## src/rtl/seq_restoring_divider.sv

```systemverilog
// rtl/seq_restoring_divider.sv - iterative restoring divider, 2N/N -> N quotient and remainder
// Early exit for divide-by-zero and quotient overflow; otherwise one quotient bit per cycle.
module seq_restoring_divider #(
   parameter int N = 16
) (
   input  logic           clk,
   input  logic           rst,
   input  logic           start,
   input  logic [2*N-1:0] Z,
   input  logic [N-1:0]   Y,
   output logic           busy,
   output logic           done,
   output logic [N-1:0]   Q,
   output logic [N-1:0]   R,
   output logic           ovf,
   output logic           dz
);

   localparam int CW = (N > 1) ? $clog2(N) : 1;
   localparam logic [CW-1:0] LAST = CW'(N - 1);

   typedef enum logic [1:0] {IDLE, RUN, DONE} state_t;

   state_t state, state_next;

   logic [N:0]    p;
   logic [N-1:0]  a;
   logic [N-1:0]  y_r;
   logic [CW-1:0] cnt;

   logic [N:0]    t_val;
   logic [N:0]    p_next;
   logic          q_bit;
   logic          accept;
   logic          quick;

   // Trial subtraction is N+1 bits wide so the bit shifted out of P is kept.
   always_comb begin
      t_val  = {p[N-1:0], a[N-1]};
      q_bit  = (t_val >= {1'b0, y_r});
      p_next = q_bit ? (t_val - {1'b0, y_r}) : t_val;
      accept = (state == IDLE) && start;
      quick  = (Y == '0) || (Z[2*N-1:N] >= Y);
   end

   always_ff @(posedge clk) begin
      if (rst)
         state <= IDLE;
      else
         state <= state_next;
   end

   always_comb begin
      state_next = state;
      busy       = 1'b0;
      done       = 1'b0;
      case (state)
         IDLE: begin
            if (accept)
               state_next = quick ? DONE : RUN;
         end
         RUN: begin
            busy = 1'b1;
            if (cnt == LAST)
               state_next = DONE;
         end
         DONE: begin
            busy       = 1'b1;
            done       = 1'b1;
            state_next = IDLE;
         end
         default: state_next = IDLE;
      endcase
   end

   always_ff @(posedge clk) begin
      if (rst) begin
         p   <= '0;
         a   <= '0;
         y_r <= '0;
         cnt <= '0;
         Q   <= '0;
         R   <= '0;
         ovf <= 1'b0;
         dz  <= 1'b0;
      end else begin
         if (accept) begin
            y_r <= Y;
            ovf <= 1'b0;
            dz  <= 1'b0;
            if (Y == '0) begin
               dz  <= 1'b1;
               ovf <= 1'b1;
               Q   <= '1;
               R   <= Z[N-1:0];
            end else if (Z[2*N-1:N] >= Y) begin
               ovf <= 1'b1;
               Q   <= '1;
               R   <= Z[N-1:0];
            end else begin
               p   <= {1'b0, Z[2*N-1:N]};
               a   <= Z[N-1:0];
               cnt <= '0;
            end
         end else if (state == RUN) begin
            p   <= p_next;
            a   <= {a[N-2:0], q_bit};
            cnt <= cnt + 1'b1;
            if (cnt == LAST) begin
               Q <= {a[N-2:0], q_bit};
               R <= p_next[N-1:0];
            end
         end
      end
   end

endmodule

```

## config.mk

```make
export PLATFORM = sky130hd
export DESIGN_NAME = seq_restoring_divider
export DESIGN_NICKNAME = d
export VERILOG_FILES = /design/src/rtl/seq_restoring_divider.sv
export SDC_FILE = /design/constraint.sdc
export NUM_CORES = 1
export LEC_CHECK = 0
export ABC_AREA = 1
export CAP_MARGIN = 25
export CELL_PAD_IN_SITES_DETAIL_PLACEMENT = 1
export CELL_PAD_IN_SITES_GLOBAL_PLACEMENT = 2
export CORE_AREA = 4 4 138 140
export DETAILED_ROUTE_END_ITERATION = 10
export DIE_AREA = 0 0 142 144
export PLACE_DENSITY_LB_ADDON = 0.08
export SYNTH_ARGS = -nofsm -noshare
export SYNTH_HDL_FRONTEND = slang
export SYNTH_SLANG_ARGS = --single-unit
```

## constraint.sdc

```tcl
create_clock -name clk -period 5.3 [get_ports clk]
set_input_delay 0.53 -clock clk [delete_from_list [all_inputs] [get_ports clk]]
set_output_delay 0.53 -clock clk [all_outputs]
set_load 0.01 [all_outputs]
```

==> impl_metrics.csv, run 1 <==
group,metric,value,unit
logic_synthesis,synth.cell_area,5630,um^2
placement,finalWeightedCongestion,0.863,
pwr,ir_drop,0.201,mV
clock_network,cts_resized,0,
status,status,"complete, no violations",
logic_synthesis,yosys_warnings,0,
worst_setup_path,cp-end-kind,"flop",
detailed_routing,detail_route.vias_per_cell,4.82,
global_routing,via_count_of_the_first_global_routing_pass,5998,
floorplan,dieWidth,142,um
global_routing,antenna_found_initial,0,
sta,drv_slew,0,
sta,rsz0062_at_grt,"false",
logic_synthesis,synth-main-ff-cell,"dfxtp_1",
global_routing,grt_overflow_total,0,
clock_network,cts_max_path_buffers,2,
placement,dp_worst_setup_slack,1850,ps
worst_hold_path,min_delay_worst_endpoint,"y_r[11]$_SDFFE_PP0P_",
worst_hold_path,worstHoldPathType,"reg -> reg",
floorplan,core.rowCount,49,
detailed_routing,drt_iter0_drc,158,
clock_network,worstSkewPairLatency,350,ps
sta,timing.final.hold_violations,0,
pwr,pwr_density_cell,408,nW/um^2
worst_setup_path,worst-path-max-fanout,32,
sta,layout_min_cycle_time,3130,ps
worst_setup_path,r2r.worst_path.cells,12,
global_routing,groute.usage.overall,0.190,
logic_synthesis,synth_cells,872,
sta,finalWorstSetupSlack,2170,ps
sta,post-route-period-util,0.590,
floorplan,die-area,20400,um^2
detailed_routing,ant_nets,0,
logic_synthesis,synthesis.nets,960,
logic_synthesis,yosys.area.top_type_share,0.313,
cells_and_area,drive_above_1_share,0.0605,
worst_hold_path,hp-start,"y_r[11]$_SDFFE_PP0P_",
detailed_routing,drt-pass1-iter-count,4,
job,timing.max_cap.violations,0,
sta,clock.fmax,0.320,GHz
clock_network,tritoncts_clock_tree,"built",
worst_setup_path,rr_endpoint,"R[9]$_SDFFE_PP0P_",
logic_synthesis,top_cells_by_area_in_the_synthesized_netlist,"dfxtp_1, nand2_1, nor2_1",
logic_synthesis,seq_area_frac_synth,0.313,
detailed_routing,vias,5641,
sta,maxSlewHeadroom,0.392,
sta,timing.hold.ws,465,ps
worst_setup_path,reg2reg_from,"state[0]$_SDFFE_PP0P_",
floorplan,fp.coreArea,17800,um^2
global_routing,grt_pass1_wl,31.0,mm
cells_and_area,synthToLayoutAreaGrowth,23.5,%
cells_and_area,final-instance-count-excl-fill,1171,
worst_setup_path,type_of_the_setup_path_with_the_least_slack,"in -> reg",
clock_network,cts_made_buffers,9,
clock_network,htreeDepth,3,
placement,dp.cells,1156,
logic_synthesis,yosysUniqueCellTypes,34,
detailed_routing,total_routed_wirelength,19.2,mm
logic_synthesis,synth_largest_area_cell,"dfxtp_1",
placement,placedInstanceArea,6640,um^2
clock_network,cts_hold_buf,0,
logic_synthesis,synth.ff_latch_count,88,
cells_and_area,n_antenna_cell,0,
detailed_routing,drt_drc_violations_left,0,
clock_network,cts_root_buffer,"clkbuf_16",
cells_and_area,nets,1026,
floorplan,die_h,144,um
floorplan,io-pin-count,87,
global_routing,maximum_number_of_pins_on_one_net_before_global_route_repair,65,
sta,worst-slew-pin-transition,911,ps
clock_network,clk_pin_slew_worst_paths,70,ps
sta,totalNegativeSetupSlack,0,ps
worst_setup_path,reg2reg_setup_slack,2510,ps
sta,timing.final.setup_violations,0,
pwr,total_leakage_power,3.37,nW
detailed_routing,routedWlPerCell,16.4,um
sta,worst_clock_skew,12.5,ps
clock_network,cts.repair_timing.setup_buffer_count,0,
worst_setup_path,critical_path.startpoint_type,"primary input",
logic_synthesis,synthesis.area_per_instance,6.46,um^2
worst_setup_path,critical_path_required,5540,ps
placement,dpl.hpwl,14.8,mm
worst_setup_path,cp_data_arrival_time,3360,ps
logic_synthesis,synth_common_cells,"nand2_1, nor2_1, inv_1, dfxtp_1, o21ai_0",
clock_network,cts.sink_count,88,
placement,io_buffers,86,
logic_synthesis,synth_enable_flop_cells,0,
cells_and_area,finish.instance_area,6960,um^2
logic_synthesis,fraction_of_registers_with_async_set_reset,0,
floorplan,initial_utilization,0.316,
worst_hold_path,min_delay_path_depth,2,
logic_synthesis,yosysMostFrequentCell,"nand2_1",
through the flow:
step | total power [W] | utilization
3_5_place_dp | 0.00216 | 0.372
5_1_grt | 0.00307 | 0.390
4_1_cts | 0.00289 | 0.390
6_report | 0.00284 | 0.390
3_3_place_gp | 0.00214 | 0.372
2_1_floorplan | 0.00175 | -
registers in the layout, indices dropped and copies added, names as in the netlist:
name,count
state,2
a,16
cnt,4
Q,16
dz,1
ovf,1
y_r,16
p,16
R,16
per-layer routing:
metal,global-route usage,part of all wire,up-vias
li1,-,-,2886
met1,0.254,0.48,2641
met2,0.322,0.47,99
met3,0.0337,0.034,15
met4,0.0429,0.013,0
met5,0,0,-
cells in the final DEF (no fill, tap or decap), types with 3 or more instances in the layout:
cell and n:
inv_2 8, nand2_2 7, nor2_1 126, nor2_2 3, nor2_4 4, nand4_1 21, inv_1 121, dfxtp_1 88
nand2_1 211, ha_1 36, xor2_1 5, and2_1 3, clkdlybuf4s50_1 86, nand3_1 29, nand3b_1 16, clkbuf_16 9
o21a_1 3, nand3_2 11, o21ai_0 82, xnor2_1 3, buf_4 5, a21oi_1 48
how the worst max path moves through the flow:
stage	slack (ps)	to	cells past startpoint	from
4_1_cts	2210	p[5]$_SDFFE_PP0P_	13	Y[5]
3_3_place_gp	1920	p[14]$_SDFFE_PP0P_	13	Y[5]
3_5_place_dp	1850	p[5]$_SDFFE_PP0P_	13	Y[5]
2_1_floorplan	3270	Q[15]$_SDFFE_PP0P_	12	Y[15]
6_report	2170	Q[11]$_SDFFE_PP0P_	12	Y[5]
5_1_grt	1900	Q[10]$_SDFFE_PP0P_	13	Y[9]
report_power, final:
part	switching, W	internal, W	leakage, nW
Sequential	0.0000628	0.000763	0.725
Combinational	0.000852	0.000452	2.50
Clock	0.000294	0.000414	0.148
final cells by class:
class,instances,area (um^2)
Clock inverter,6,92.6
Timing Repair Buffer,91,898
Fill cell,2302,10900
Inverter,129,484
Tap cell,229,287
Sequential cell,88,1760
Clock buffer,9,225
Multi-Input combinational cell,619,3210
critical path: stages:
cell and delay [ps]:
clkdlybuf4s50_1 540, inv_1 70, ha_1 300, a21oi_1 350
o21a_1 170, nand2_1 60, nand2_1 90, nand2_1 100
nand2_2 280, nand2_2 450, o21ai_0 330, inv_1 70
kinds of logic after synthesis:
family	Yosys count	share of synthesized area
adder cells (fa/ha/maj)	37	0.0835
buffers and inverters	165	0.118
XOR/XNOR	8	0.0124
flip-flops	88	0.313
AND/OR/NAND/NOR	437	0.349
AO/OA/AOI/OAI	137	0.124
Power figures use the tool's default switching activity.
==> run 2: changes to the inputs <==
--- a/config.mk
+++ b/config.mk
@@ -9,9 +9,9 @@
 export CAP_MARGIN = 25
 export CELL_PAD_IN_SITES_DETAIL_PLACEMENT = 1
 export CELL_PAD_IN_SITES_GLOBAL_PLACEMENT = 2
-export CORE_AREA = 4 4 138 140
+export CORE_AREA = 4 4 150 152
 export DETAILED_ROUTE_END_ITERATION = 10
-export DIE_AREA = 0 0 142 144
+export DIE_AREA = 0 0 154 156
 export PLACE_DENSITY_LB_ADDON = 0.08
 export SYNTH_ARGS = -nofsm -noshare
 export SYNTH_HDL_FRONTEND = slang
==> constraint.sdc (replaced) <==
create_clock -name clk -period 2.6 [get_ports clk]
set_input_delay 0.26 -clock clk [delete_from_list [all_inputs] [get_ports clk]]
set_output_delay 0.26 -clock clk [all_outputs]
set_load 0.01 [all_outputs]
==> impl_metrics.csv, run 2 (synthesized netlist as in run 1, its figures left out) <==
group,metric,value,unit
sta,layout_min_cycle_time,2310,ps
clock_network,cts.repair_timing.setup_buffer_count,0,
detailed_routing,vias,5717,
clock_network,cts_made_buffers,9,
floorplan,die_h,156,um
sta,drv_slew,0,
detailed_routing,routedWlPerCell,16.3,um
sta,timing.final.hold_violations,0,
worst_hold_path,worstHoldPathType,"reg -> reg",
cells_and_area,n_antenna_cell,0,
floorplan,io-pin-count,87,
placement,dp.cells,1213,
floorplan,core.rowCount,53,
clock_network,cts_resized,0,
pwr,comb_power_share,0.480,
worst_setup_path,reg2reg_from,"y_r[12]$_SDFFE_PP0P_",
detailed_routing,ant_nets,0,
floorplan,initial_utilization,0.268,
sta,finalWorstSetupSlack,293,ps
global_routing,groute.usage.overall,0.168,
sta,timing.final.setup_violations,0,
cells_and_area,final-instance-count-excl-fill,1229,
status,status,"complete, no violations",
pwr,pwr_density_cell,806,nW/um^2
detailed_routing,drt_iter0_drc,208,
sta,maxSlewHeadroom,0.540,
worst_setup_path,critical_path.startpoint_type,"flop",
floorplan,dieWidth,154,um
pwr,total_switching_power,0.00252,W
sta,rsz0062_at_grt,"false",
worst_hold_path,min_delay_worst_endpoint,"y_r[11]$_SDFFE_PP0P_",
pwr,ir_drop,0.279,mV
worst_setup_path,cp-end-kind,"flop",
clock_network,tritoncts_clock_tree,"built",
pwr,switching_share,0.439,
worst_setup_path,r2r.worst_path.cells,10,
detailed_routing,total_routed_wirelength,20.1,mm
pwr,power.internal,0.00322,W
worst_setup_path,reg2reg_setup_slack,290,ps
pwr,power.share.clock,0.225,
floorplan,die-area,24000,um^2
placement,dp_worst_setup_slack,-34.2,ps
placement,finalWeightedCongestion,0.836,
detailed_routing,drt_drc_violations_left,0,
clock_network,cts_root_buffer,"clkbuf_16",
sta,timing.hold.ws,466,ps
sta,worst-slew-pin-transition,690,ps
clock_network,cts_hold_buf,0,
sta,clock.fmax,0.433,GHz
detailed_routing,detail_route.vias_per_cell,4.65,
global_routing,via_count_of_the_first_global_routing_pass,6132,
job,timing.max_cap.violations,0,
global_routing,grt_pass1_wl,32.5,mm
clock_network,cts_max_path_buffers,2,
cells_and_area,nets,1037,
sta,worst_clock_skew,13.0,ps
detailed_routing,drt-pass1-iter-count,4,
pwr,total_leakage_power,3.42,nW
clock_network,worstSkewPairLatency,350,ps
pwr,p_seq_frac,0.295,
worst_setup_path,cp_data_arrival_time,2590,ps
worst_hold_path,min_delay_path_depth,2,
cells_and_area,drive_above_1_share,0.0723,
placement,io_buffers,86,
worst_setup_path,type_of_the_setup_path_with_the_least_slack,"reg -> reg",
clock_network,cts.sink_count,88,
floorplan,fp.coreArea,21000,um^2
cells_and_area,commonest_non_fill_non_tap_cell_in_the_layout,"nand2_1",
worst_hold_path,hp-start,"y_r[11]$_SDFFE_PP0P_",
global_routing,grt_overflow_total,0,
worst_setup_path,critical_path_required,2880,ps
cells_and_area,most-common-layout-cells,"nand2_1, nor2_1, inv_1",
sta,post-route-period-util,0.887,
worst_setup_path,worst-path-max-fanout,18,
placement,dpl.hpwl,15.5,mm
pwr,total_power,0.00573,W
cells_and_area,synthToLayoutAreaGrowth,26.4,%
worst_setup_path,rr_endpoint,"R[8]$_SDFFE_PP0P_",
clock_network,htreeDepth,3,
global_routing,antenna_found_initial,0,
clock_network,clk_pin_slew_worst_paths,70,ps
global_routing,maximum_number_of_pins_on_one_net_before_global_route_repair,69,
run 2: changes by cell type in the layout (fill, tap and decap cells not counted), sizes merged:
cell    delta
clkbuf     +1
inv        +1
bufinv     -2
clkinv     +1
buf       +11
run 2: metrics by stage:
step / TNS (ps) / utilization / instance area, um^2
detailed placement: -329 / 0.325 / 6830
global placement: -434 / 0.325 / 6830
global route: 0 / 0.339 / 7120
floorplan: 0 / - / 5630
finish: 0 / 0.339 / 7120
CTS: 0 / 0.339 / 7120
run 2: how the worst max path moves through the flow:
stage	slack, ps	end	startpoint	cells after the start
after floorplan	760	R[2]$_SDFFE_PP0P_	y_r[12]$_SDFFE_PP0P_	15
after global placement	-40	a[15]$_SDFFE_PP0P_	Y[13]	12
after detailed placement	-30	a[11]$_SDFFE_PP0P_	Y[15]	12
after CTS	260	R[8]$_SDFFE_PP0P_	y_r[12]$_SDFFE_PP0P_	10
after global routing	60	p[3]$_SDFFE_PP0P_	y_r[12]$_SDFFE_PP0P_	10
final	290	R[8]$_SDFFE_PP0P_	y_r[12]$_SDFFE_PP0P_	10
run 2: power by group through the flow:
| stage | registers, W | logic (W) | clock network, W |
|---|---|---|---|
| 6_report | 0.00169 | 0.00275 | 0.00129 |
| 5_1_grt | 0.00172 | 0.00312 | 0.00139 |
| 4_1_cts | 0.00169 | 0.00281 | 0.00133 |
| 3_5_place_dp | 0.00172 | 0.00279 | 0 |
| 3_3_place_gp | 0.00172 | 0.00274 | 0 |
| 2_1_floorplan | 0.00170 | 0.00187 | 0 |
run 2: routing by layer:
metal	track usage	share of wire
met5	0	0
met4	0.0366	0.011
met3	0.0258	0.025
met2	0.283	0.46
met1	0.228	0.50
run 2: worst max-delay path, stage by stage, from the launching register on:
cell	delay [ps]
dfxtp_1	310
inv_1	50
ha_1	420
nand2_1	140
nor2_1	330
nand3_4	290
nand2_8	260
nand3_1	110
nand2_1	170
nor2_1	70
nor2_1	90
run 2: layout make-up:
type | instances | area [um^2]
Fill cell | 2685 | 13900
Sequential cell | 88 | 1760
Timing Repair Buffer | 102 | 1030
Clock inverter | 6 | 50.0
Inverter | 129 | 484
Tap cell | 275 | 344
Clock buffer | 10 | 239
Multi-Input combinational cell | 619 | 3210
